**src/rtl/imm_gen_pipe.sv**
```systemverilog
// Pipelined RV32I/RV64I immediate generator with a valid/ready handshake.
// The extended immediate is registered; SKID=1 adds a second entry so in_ready can be registered.
module imm_gen_pipe #(
   parameter int          XLEN = 32,
   parameter int unsigned SKID = 1
) (
   input  logic            clk,
   input  logic            rst_n,
   input  logic            flush,
   input  logic            in_valid,
   output logic            in_ready,
   input  logic [31:0]     instr,
   input  logic [2:0]      immsrc,
   output logic            out_valid,
   input  logic            out_ready,
   output logic [XLEN-1:0] immext,
   output logic            illegal
);

   typedef struct packed {
      logic [XLEN-1:0] imm;
      logic            ill;
   } ent_t;

   typedef enum logic [1:0] {EMPTY, ONE, TWO} occ_e;

   ent_t ext;
   logic in_fire, out_fire;
   logic unused_opcode;

   assign unused_opcode = ^instr[6:0];
   assign in_fire       = in_valid && in_ready;
   assign out_fire      = out_valid && out_ready;

   // Start from the sign fill and overwrite the low bits, so no zero-width replication at XLEN=32.
   always_comb begin
      ext = '0;
      case (immsrc)
         3'b000: begin
            ext.imm       = {XLEN{instr[31]}};
            ext.imm[11:0] = instr[31:20];
         end
         3'b001: begin
            ext.imm       = {XLEN{instr[31]}};
            ext.imm[11:0] = {instr[31:25], instr[11:7]};
         end
         3'b010: begin
            ext.imm       = {XLEN{instr[31]}};
            ext.imm[12:0] = {instr[31], instr[7], instr[30:25], instr[11:8], 1'b0};
         end
         3'b011: begin
            ext.imm       = {XLEN{instr[31]}};
            ext.imm[20:0] = {instr[31], instr[19:12], instr[20], instr[30:21], 1'b0};
         end
         3'b100: begin
            ext.imm       = {XLEN{instr[31]}};
            ext.imm[31:0] = {instr[31:12], 12'b0};
         end
         3'b101: ext.imm[4:0] = instr[19:15];
         3'b110: begin
            if (XLEN == 64) ext.imm[5:0] = instr[25:20];
            else            ext.imm[4:0] = instr[24:20];
         end
         default: ext.ill = 1'b1;
      endcase
   end

   if (SKID != 0) begin : g_skid
      occ_e occ_q, occ_d;
      ent_t main_q, main_d, skid_q, skid_d;

      always_ff @(posedge clk or negedge rst_n) begin
         if (!rst_n) begin
            occ_q  <= EMPTY;
            main_q <= '0;
            skid_q <= '0;
         end else begin
            occ_q  <= occ_d;
            main_q <= main_d;
            skid_q <= skid_d;
         end
      end

      always_comb begin
         occ_d  = occ_q;
         main_d = main_q;
         skid_d = skid_q;
         case (occ_q)
            EMPTY: if (in_fire) begin
               main_d = ext;
               occ_d  = ONE;
            end
            ONE: case ({in_fire, out_fire})
               2'b10: begin
                  skid_d = ext;
                  occ_d  = TWO;
               end
               2'b01: occ_d = EMPTY;
               2'b11: main_d = ext;
               default: ;
            endcase
            // in_ready is low in TWO, so only a drain can happen here.
            TWO: if (out_fire) begin
               main_d = skid_q;
               occ_d  = ONE;
            end
            default: occ_d = EMPTY;
         endcase
         if (flush) occ_d = EMPTY;
      end

      assign in_ready  = (occ_q != TWO);
      assign out_valid = (occ_q != EMPTY);
      assign immext    = main_q.imm;
      assign illegal   = main_q.ill;
   end else begin : g_single
      logic vld_q, vld_d;
      ent_t main_q, main_d;

      always_ff @(posedge clk or negedge rst_n) begin
         if (!rst_n) begin
            vld_q  <= 1'b0;
            main_q <= '0;
         end else begin
            vld_q  <= vld_d;
            main_q <= main_d;
         end
      end

      always_comb begin
         vld_d  = vld_q;
         main_d = main_q;
         if (flush) begin
            vld_d = 1'b0;
         end else if (in_fire) begin
            main_d = ext;
            vld_d  = 1'b1;
         end else if (out_fire) begin
            vld_d = 1'b0;
         end
      end

      assign in_ready  = !vld_q || out_ready;
      assign out_valid = vld_q;
      assign immext    = main_q.imm;
      assign illegal   = main_q.ill;
   end

endmodule

```
**config.mk**
```make
export PLATFORM = sky130hd
export DESIGN_NAME = imm_gen_pipe
export DESIGN_NICKNAME = d
export VERILOG_FILES = /design/src/rtl/imm_gen_pipe.sv
export SDC_FILE = /design/constraint.sdc
export NUM_CORES = 1
export LEC_CHECK = 0
export ABC_CLOCK_PERIOD_IN_PS = 2000
export CELL_PAD_IN_SITES_DETAIL_PLACEMENT = 1
export CELL_PAD_IN_SITES_GLOBAL_PLACEMENT = 1
export CORE_UTILIZATION = 38
export CTS_CLUSTER_SIZE = 20
export DETAILED_ROUTE_END_ITERATION = 8
export MAX_ROUTING_LAYER = met4
export PLACE_DENSITY = 0.87
export SLEW_MARGIN = 20
export SYNTH_ARGS = -nofsm -noshare
export SYNTH_HDL_FRONTEND = slang
export SYNTH_SLANG_ARGS = --single-unit
export TNS_END_PERCENT = 20
```
**constraint.sdc**
```tcl
create_clock -name clk -period 2 [get_ports clk]
set_clock_uncertainty 0.05 [all_clocks]
set_input_delay 0.4 -clock clk [delete_from_list [all_inputs] [get_ports clk]]
set_output_delay 0.4 -clock clk [all_outputs]
set_load 0.1 [all_outputs]
```
Yosys cells after proc, flatten, opt, wreduce, memory -nomap -nowiden
Cells that the tools add are included.
{"block": "totals", "reg_bits": 68, "input_bits": 40, "out_inout_bits": 35, "wordCells": 47}
{"block": "classes", "n_eq_ne": 18, "n_mux": 12, "n_reduce_logical": 12}
{"cell": "27-bit one-hot mux with 4 select lines", "count": 1}
{"cell": "33-bit two-way mux", "count": 3}
{"cell": "33-bit one-hot mux with 3 select lines", "count": 1}
{"cell": "5-bit one-hot mux with 5 select lines", "count": 1}
{"cell": "3-bit == test, second input constant", "count": 3}
{"cell": "7-bit OR reduction", "count": 1}
{"cell": "2-bit == test, second input constant", "count": 3}
{"cell": "3-bit by 2-bit == test with 1-bit output, second input constant", "count": 2}
{"cell": "2-bit two-way mux", "count": 3}
{"cell": "2-bit != test, second input constant", "count": 3}
{"cell": "3-bit != test, second input constant", "count": 2}
{"cell": "2-bit one-hot mux with 3 select lines", "count": 1}
{"cell": "2-bit by 1-bit == test with 1-bit output, second input constant", "count": 2}
{"cell": "4-bit by 3-bit != test with 1-bit output, second input constant", "count": 1}
{"cell": "2-bit one-hot mux with 2 select lines", "count": 1}
{"cell": "4-bit AND reduction", "count": 1}
{"cell": "2-bit OR reduction", "count": 2}
{"cell": "3-bit by 1-bit == test with 1-bit output, second input constant", "count": 1}
{"cell": "3-bit logical NOT", "count": 1}
{"cell": "3-bit AND reduction", "count": 1}
{"cell": "3-bit nonzero test", "count": 1}
{"cell": "1-bit logical AND", "count": 2}
{"cell": "2-bit logical NOT", "count": 1}
{"cell": "2-bit by 1-bit != test with 1-bit output, second input constant", "count": 1}
{"cell": "3 further kinds", "count": 3}

Depth between registers and ports, before layout
Gate-level depths: netlist of run 1.
{"block": "depth", "ltp_word": 6, "mapped_depth": 7, "mapped_depth_nobuf": 5}

Worst setup path after synthesis of run 1
Ideal clock, no wire load.
{"block": "synth_path", "path_type": "register to register", "startpoint": "register g_skid.occ_q[1]", "endpoint": "register g_skid.main_q, in the netlist immext[16]", "setup_time_ns": 0.120, "t_arrival_ns": 1.589, "required_ns": 1.830, "path_slack_ns": 0.242, "path_stages_with_launch": 7, "path_buffers": 2, "synth_period_minus_slack_ns": 1.758, "cell_sequence": "dfrtp_1 > buf_2 > nor2b_2 > inv_2 > buf_2 > a211oi_1 > a21o_1"}
{"block": "synth_via", "elab_chain_cells": 5, "word_cells_on_any_way": 14, "classes_between": "7 x eq/ne; 1 x mux; 6 x reduce/logical"}
{"item": "start: declaration", "line_no": "69", "text": "occ_e occ_q, occ_d;"}
{"item": "start signal: assignment", "line_no": "74", "text": "occ_q <= EMPTY;"}
{"item": "start signal: assignment", "line_no": "78", "text": "occ_q <= occ_d;"}
{"item": "2-bit != test *", "line_no": "112", "text": "assign in_ready = (occ_q != TWO);"}
{"item": "net in_ready", "line_no": "11", "text": "output logic in_ready,"}
{"item": "1-bit logical AND *", "line_no": "32", "text": "assign in_fire = in_valid && in_ready;"}
{"item": "2-bit == test", "line_no": "93", "text": "ONE: case ({in_fire, out_fire})"}
{"item": "2-bit by 1-bit != test with 1-bit output (no source line)"}
{"item": "4-bit AND reduction (no source line) *"}
{"item": "end signal: assignment", "line_no": "79", "text": "main_q <= main_d;"}
{"item": "end: declaration", "line_no": "70", "text": "ent_t main_q, main_d, skid_q, skid_d;"}
Mark *: on every way through the listed nets, which the timed path passes. The rest lies on a longest branch.
A chain may end at the register's enable or synchronous reset.

Final worst setup path of run 1
{"block": "layout_path", "startpoint": "input immsrc[1]", "endpoint": "register g_skid.skid_q[5] in the netlist's numbering"}
{"block": "layout_via", "elab_chain_cells": 3, "word_cells_on_any_way": 8, "classes_between": "5 x eq/ne; 1 x mux; 2 x reduce/logical"}
{"item": "start: declaration", "line_no": "13", "text": "input logic [2:0] immsrc,"}
{"item": "3-bit == test or 3-bit logical NOT (tied branches)", "line_no": "38", "text": "case (immsrc)"}
{"item": "2-bit OR reduction (no source line)"}
{"item": "5-bit one-hot mux with 5 select lines *", "line_no": "38"}
{"item": "end signal: assignment", "line_no": "80", "text": "skid_q <= skid_d;"}
{"item": "end: declaration", "line_no": "70"}
Mark *: on every way between the ends. The rest lies on a longest branch, timed or not.

==> reports/results.txt, run 1 <==
outcome: completed
Hold Path Class: reg2reg
Core Box Area: 8760 um^2
Largest delay share family, worst path: buffers and inverters
die area: 9460 um^2
P&R area growth vs syn: 34.4%
Slew HR: 64.2%
Max Freq: 519 MHz
n_diodes: 0
Syn Std Cell Area: 3450 um^2
Worst IR Drop VDD: 0.473 mV
met3 Use GR: 4.24%
top-count cell post-synth: dfrtp_1
GRT overflow: 0
Remaining DRCs: 0
die width: 97.3 um
# setup viols final: 0
clk slew on worst S/H paths: 0.07 ns
Die Ht: 97.3 um
setup repair bufs after CTS: 0
routability cong.: 0.868
post-route ant nets: 0
count of different cell masters after synthesis: 41
FP Rows: 34
ratio of cells with drive above 1 in the final layout: 21.9%
via count: 3140
number of top-level pins: 75
antenna violations before repair: 0
Num CTS Buffers: 9
Mapped Cells: 372
Slew @ Worst Pin: 0.537 ns
CP max-delay cell: clkdlybuf4s50_1
critical path class: in2reg
First-pass DRT Iterations: 4
data arrival time of the worst path: 2.10 ns
CP endpoint kind: flop
Worst R2R Start: g_skid.occ_q[1]
crit path launch: immsrc[1]
worst path buffer plus inverter count: 3
post-layout minimum cycle time: 1.93 ns
initial core utilization: 39.3%
pin count of the biggest net entering global routing: 35
CTS Root Cell: clkbuf_8
Pwr Density: 950 nW/um^2
Final period util: 96.3%
top cell type's share of synthesized area: 49.3%
top post-synthesis cells by count: dfrtp_1 (68), nand2_1 (49), a21oi_1 (38)
Leak: 2.21 nW
global-route wire length before repair: 16300 um
Setup crit start kind: primary input
vias per inst: 5.51
max-cap viol count: 0
GRT Max-Usage Layer: met2
Final Total Pwr: 4.40 mW
Final Util: 52.9%
port bufs: 67
HPWL after DPL: 7160 um
HP Start: immext[27]
wire per inst: 17.1 um
fin nets: 497
Seq/Total Area, Yosys: 49.3%
GRT Total Usage: 22.6%
most used cell, CP: buf_4
H-tree level count: 3
clock sink total: 68
required time of the worst setup path: 2.17 ns
CTS tree: yes
Clk Latency, worst-skew pair: 0.35 ns
synth warn: 0
DRT iter0 DRCs: 133
largest stage delay on the critical path: 0.45 ns
GRT met1 Usage: 27.1%
Avg Cell Area, Syn: 9.27 um^2
Seq cells post-synth: 68
final wirelength: 9750 um
RSZ-0062 raised after global routing: false
met2 GRT Util: 37.1%
Final Hold Viols: 0
EDFF count, synth: 0
Async S/R FF share, synth: 100%
Yosys top cell by area: dfrtp_1
vias in the first global route: 3302
syn_nets: 412
Top FF cell, synth: dfrtp_1
critical-path cell list: clkdlybuf4s50_1 > buf_4 > xor2_1 > buf_4 > mux2_2 > a21oi_1 > o21ai_0
clock buffer depth: 2
Synth area leaders: dfrtp_1 (49%), a21oi_1 (5.5%), nand2_1 (5.3%)
crit path max fanout: 14
Setup TNS Final: 0 ns
Slew Limit Fails: 0
## sequential cells by signal, summed over array words and instances, names as in the netlist
register	cells
g_skid.skid_q	33
g_skid.occ_q	2
immext	32
illegal	1
## metrics by stage
step	hold WS [ns]	worst slack (ns)	cells	cell area, um^2
after floorplan	0.0544	0.242	372	3450
after global placement	0.357	-0.247	553	4450
after detailed placement	0.360	-0.293	553	4450
after CTS	0.436	0.0324	570	4630
after global routing	0.449	0.00490	570	4630
final	0.432	0.0749	570	4630
## worst paths after layout
path,to,slack (ns),cells past startpoint
max in group asynchronous,g_skid.occ_q[0],0.72,3
min in group asynchronous,g_skid.skid_q[11],0.51,2
max,g_skid.skid_q[5],0.07,7
max reg2reg,g_skid.skid_q[9],0.30,5
min reg2reg,immext[27],0.43,1
min,immext[27],0.43,1
## layout make-up
type                    instances  area [um^2]
fillers                      1022         4130
flip-flops and latches         68         1700
multi-input cells             271         1590
repair buffers                105         1030
well taps                     108          135
clock buffers                  11          131
clock inverters                 5         28.8
inverters                       2         12.5
## cell usage in the layout (no fill, tap or decap), drive strengths merged
master | Yosys | layout
a21oi | 38 | 38
and4b | 4 | 4
nor2b | 5 | 5
nand3b | 1 | 1
dlygate4sd3 | 0 | 1
nand2b | 10 | 10
dfrtp | 68 | 68
dlymetal6s2s | 0 | 1
o211a | 1 | 1
o22ai | 4 | 4
a2111oi | 2 | 2
a21boi | 1 | 1
and3 | 4 | 4
a21o | 17 | 17
nand2 | 49 | 49
mux2 | 4 | 4
nor4 | 4 | 4
o21a | 4 | 4
clkinv | 0 | 5
nor3b | 3 | 3
or4b | 5 | 5
and2b | 1 | 1
a211oi | 21 | 21
a31oi | 4 | 4
clkbuf | 8 | 11
nand4b | 1 | 1
o21ai | 44 | 44
o22a | 1 | 1
clkdlybuf4s50 | 0 | 30
nor3 | 1 | 1
nand3 | 3 | 3
nor2 | 30 | 30
or2 | 1 | 1
mux2i | 3 | 3
xor2 | 1 | 1
buf | 23 | 73
inv | 2 | 2
nor4bb | 4 | 4
## report_power, final
part / leakage [nW] / internal (mW) / switching, mW
combinational: 1.26 / 0.503 / 1.15
sequential: 0.869 / 1.62 / 0.154
clock: 0.0868 / 0.444 / 0.530
## what timing repair did
action | CTS | global route
hold endpoints to repair | 20 | 0
gates resized for setup | 2 | 3
endpoints found under the setup margin | 1 | 8
hold buffers | 1 | 0
## worst reg2reg max path, cell delays in order (launching register included)
cell and delay (ns):
dfrtp_1 0.38, buf_4 0.18, nor2b_1 0.31, nand2_1 0.20
buf_4 0.26, o21ai_0 0.23
## routing by layer
| layer | vias up | wire length, um |
|---|---|---|
| met2 | 75 | 4850 |
| met4 | 0 | 304 |
| met5 | - | 0 |
| met3 | 30 | 299 |
| met1 | 1533 | 4300 |
| li1 | 1502 | - |
## logic make-up (layout without fill, tap and decap cells)
logic type,after synthesis,count (layout),synth area share (%)
AO/OA/AOI/OAI,137,137,24.0
XOR/XNOR,1,1,0.254
buffers and inverters,33,123,4.83
flip-flops,68,68,49.3
multiplexers,7,7,2.18
AND/OR/NAND/NOR,126,126,19.4
Power figures use the tool's default switching activity.
==> inputs of run 2 (changes only) <==
SKIP_CTS_REPAIR_TIMING = 1   (was not set)
==> run 2 against run 1 <==
- worst setup slack improved by 0.0080 ns
- clock-buffer cell count unchanged
- hold slack about the same
- die area unchanged
- final cell count unchanged
- sequential power about the same
- highest routed layer unchanged
==> reports/results.txt, run 2 (synthesis results as in run 1) <==
final non-filler cell total: 570 (unchanged)
Clk Latency, worst-skew pair: 0.35 ns (about the same)
Max Freq: 522 MHz (+0.42%)
crit path launch: immsrc[1]
global-route wire length before repair: 16200 um (-0.25%)
Setup TNS Final: 0 ns (unchanged)
# setup viols final: 0 (unchanged)
ratio of cells with drive above 1 in the final layout: 21.9% (unchanged)
HPWL after DPL: 7160 um (unchanged)
vias in the first global route: 3295 (-0.21%)
initial core utilization: 39.3% (unchanged)
critical path class: in2reg
required time of the worst setup path: 2.17 ns (about the same)
Remaining DRCs: 0 (unchanged)
Pwr Density: 951 nW/um^2 (+0.17%)
max FFs per register: 33 (unchanged)
Worst setup endpoint: g_skid.skid_q[5]
Worst R2R Start: g_skid.occ_q[1]
outcome: completed
RSZ-0062 raised after global routing: false
DP Cell Count: 553 (unchanged)
wire per inst: 17.2 um (+0.39%)
number of top-level pins: 75 (unchanged)
crit path max fanout: 14 (unchanged)
Slew HR: 64.2% (about the same)
commonest non-fill, non-tap cell in the layout: dfrtp_1
Core Box Area: 8760 um^2 (unchanged)
most frequent cells in the layout: dfrtp_1 (67), buf_4 (59), nand2_1 (49), a21oi_1 (37), o21ai_0 (36)
dpl cell area: 4450 um^2 (unchanged)
post-route ant nets: 0 (unchanged)
via count: 3154 (+0.45%)
GRT overflow: 0 (unchanged)
data arrival time of the worst path: 2.09 ns (about the same)
Place WS: -0.293 ns (unchanged)
fillers: 1022 (unchanged)
clock buffer depth: 2 (unchanged)
routability cong.: 0.868 (unchanged)
Finished Cell Area: 4630 um^2 (unchanged)
Leak: 2.21 nW (unchanged)
Die Ht: 97.3 um (unchanged)
Slew Limit Fails: 0 (unchanged)
Most flops, register: g_skid.skid_q
Hold Path Class: reg2reg
CTS tree: yes
number of cells on the worst reg-to-reg path: 5 (unchanged)
post-layout minimum cycle time: 1.92 ns (-0.00797 ns)
H-tree level count: 3 (unchanged)
vias per inst: 5.53 (+0.45%)
clk slew on worst S/H paths: 0.07 ns (about the same)
Multi-input gate area: 1590 um^2 (unchanged)
Final period util: 95.9% (-0.40 points)
final wirelength: 9790 um (+0.39%)
CP endpoint kind: flop
Worst R2R End: g_skid.skid_q[9]
Slew @ Worst Pin: 0.537 ns (+0.000253 ns)
Worst IR Drop VDD: 0.474 mV (+0.36%)
Num CTS Buffers: 9 (unchanged)
fin nets: 497 (unchanged)
Setup crit start kind: primary input
GRT Total Usage: 22.6% (-0.032 points)
CTS Root Cell: clkbuf_8
pin count of the biggest net entering global routing: 35 (unchanged)
final worst slack: 0.0829 ns (+0.00797 ns)
Final Util: 52.9% (unchanged)
n_diodes: 0 (unchanged)
reg-to-reg setup timing slack: 0.30 ns (about the same)
antenna violations before repair: 0 (unchanged)
Sequential cell area: 1700 um^2 (unchanged)
die width: 97.3 um (unchanged)
port bufs: 67 (unchanged)
FP Rows: 34 (unchanged)
Final Hold Viols: 0 (unchanged)
clock sink total: 68 (unchanged)
DRT iter0 DRCs: 122 (-8.3%)
max-cap viol count: 0 (unchanged)
die area: 9460 um^2 (unchanged)
P&R area growth vs syn: 34.4% (unchanged)
First-pass DRT Iterations: 4 (unchanged)
run 2: through the flow:
| stage | power, mW | hold WS (ns) |
|---|---|---|
| 2_1_floorplan | 2.88 | 0.0544 |
| 3_3_place_gp | 3.39 | 0.357 |
| 3_5_place_dp | 3.46 | 0.360 |
| 4_1_cts | 4.44 | -0.0235 |
| 5_1_grt | 4.62 | 0.449 |
| 6_report | 4.41 | 0.432 |
run 2: critical path: stages:
cell and delay (ns):
clkdlybuf4s50_1 0.45, buf_4 0.20, xor2_1 0.19, buf_4 0.17, mux2_2 0.33, a21oi_1 0.23
o21ai_0 0.11
run 2: how the worst min path moves through the flow:
stage	startpoint	to	slack (ns)	cells after the start
6_report	immext[27]	immext[27]	0.43	1
5_1_grt	g_skid.skid_q[12]	g_skid.skid_q[12]	0.45	1
4_1_cts	rst_n	g_skid.skid_q[11]	-0.02	1
3_5_place_dp	rst_n	g_skid.skid_q[11]	0.36	1
3_3_place_gp	rst_n	g_skid.skid_q[10]	0.36	1
2_1_floorplan	rst_n	g_skid.occ_q[0]	0.05	0
run 2: power by group:
group / switching (mW) / total [mW] / leakage (nW) / internal [mW]
sequential: 0.155 / 1.77 / 0.869 / 1.62
combinational: 1.15 / 1.65 / 1.26 / 0.503
clock: 0.536 / 0.981 / 0.0868 / 0.444
run 2: final cells by class:
cell class                      count  share of cell area, %
Sequential cell                    68                   36.8
Multi-Input combinational cell    271                   34.4
Timing Repair Buffer              105                   22.3
Tap cell                          108                   2.92
Clock buffer                       11                   2.84
Clock inverter                      5                  0.621
Inverter                            2                  0.270
run 2: routing by layer:
layer | vias to the layer above | track usage, % | wire length [um]
li1 | 1505 | - | -
met1 | 1540 | 27.1 | 4310
met2 | 82 | 37.0 | 4870
met3 | 27 | 4.24 | 319
met4 | 0 | 10.2 | 287
met5 | - | - | 0
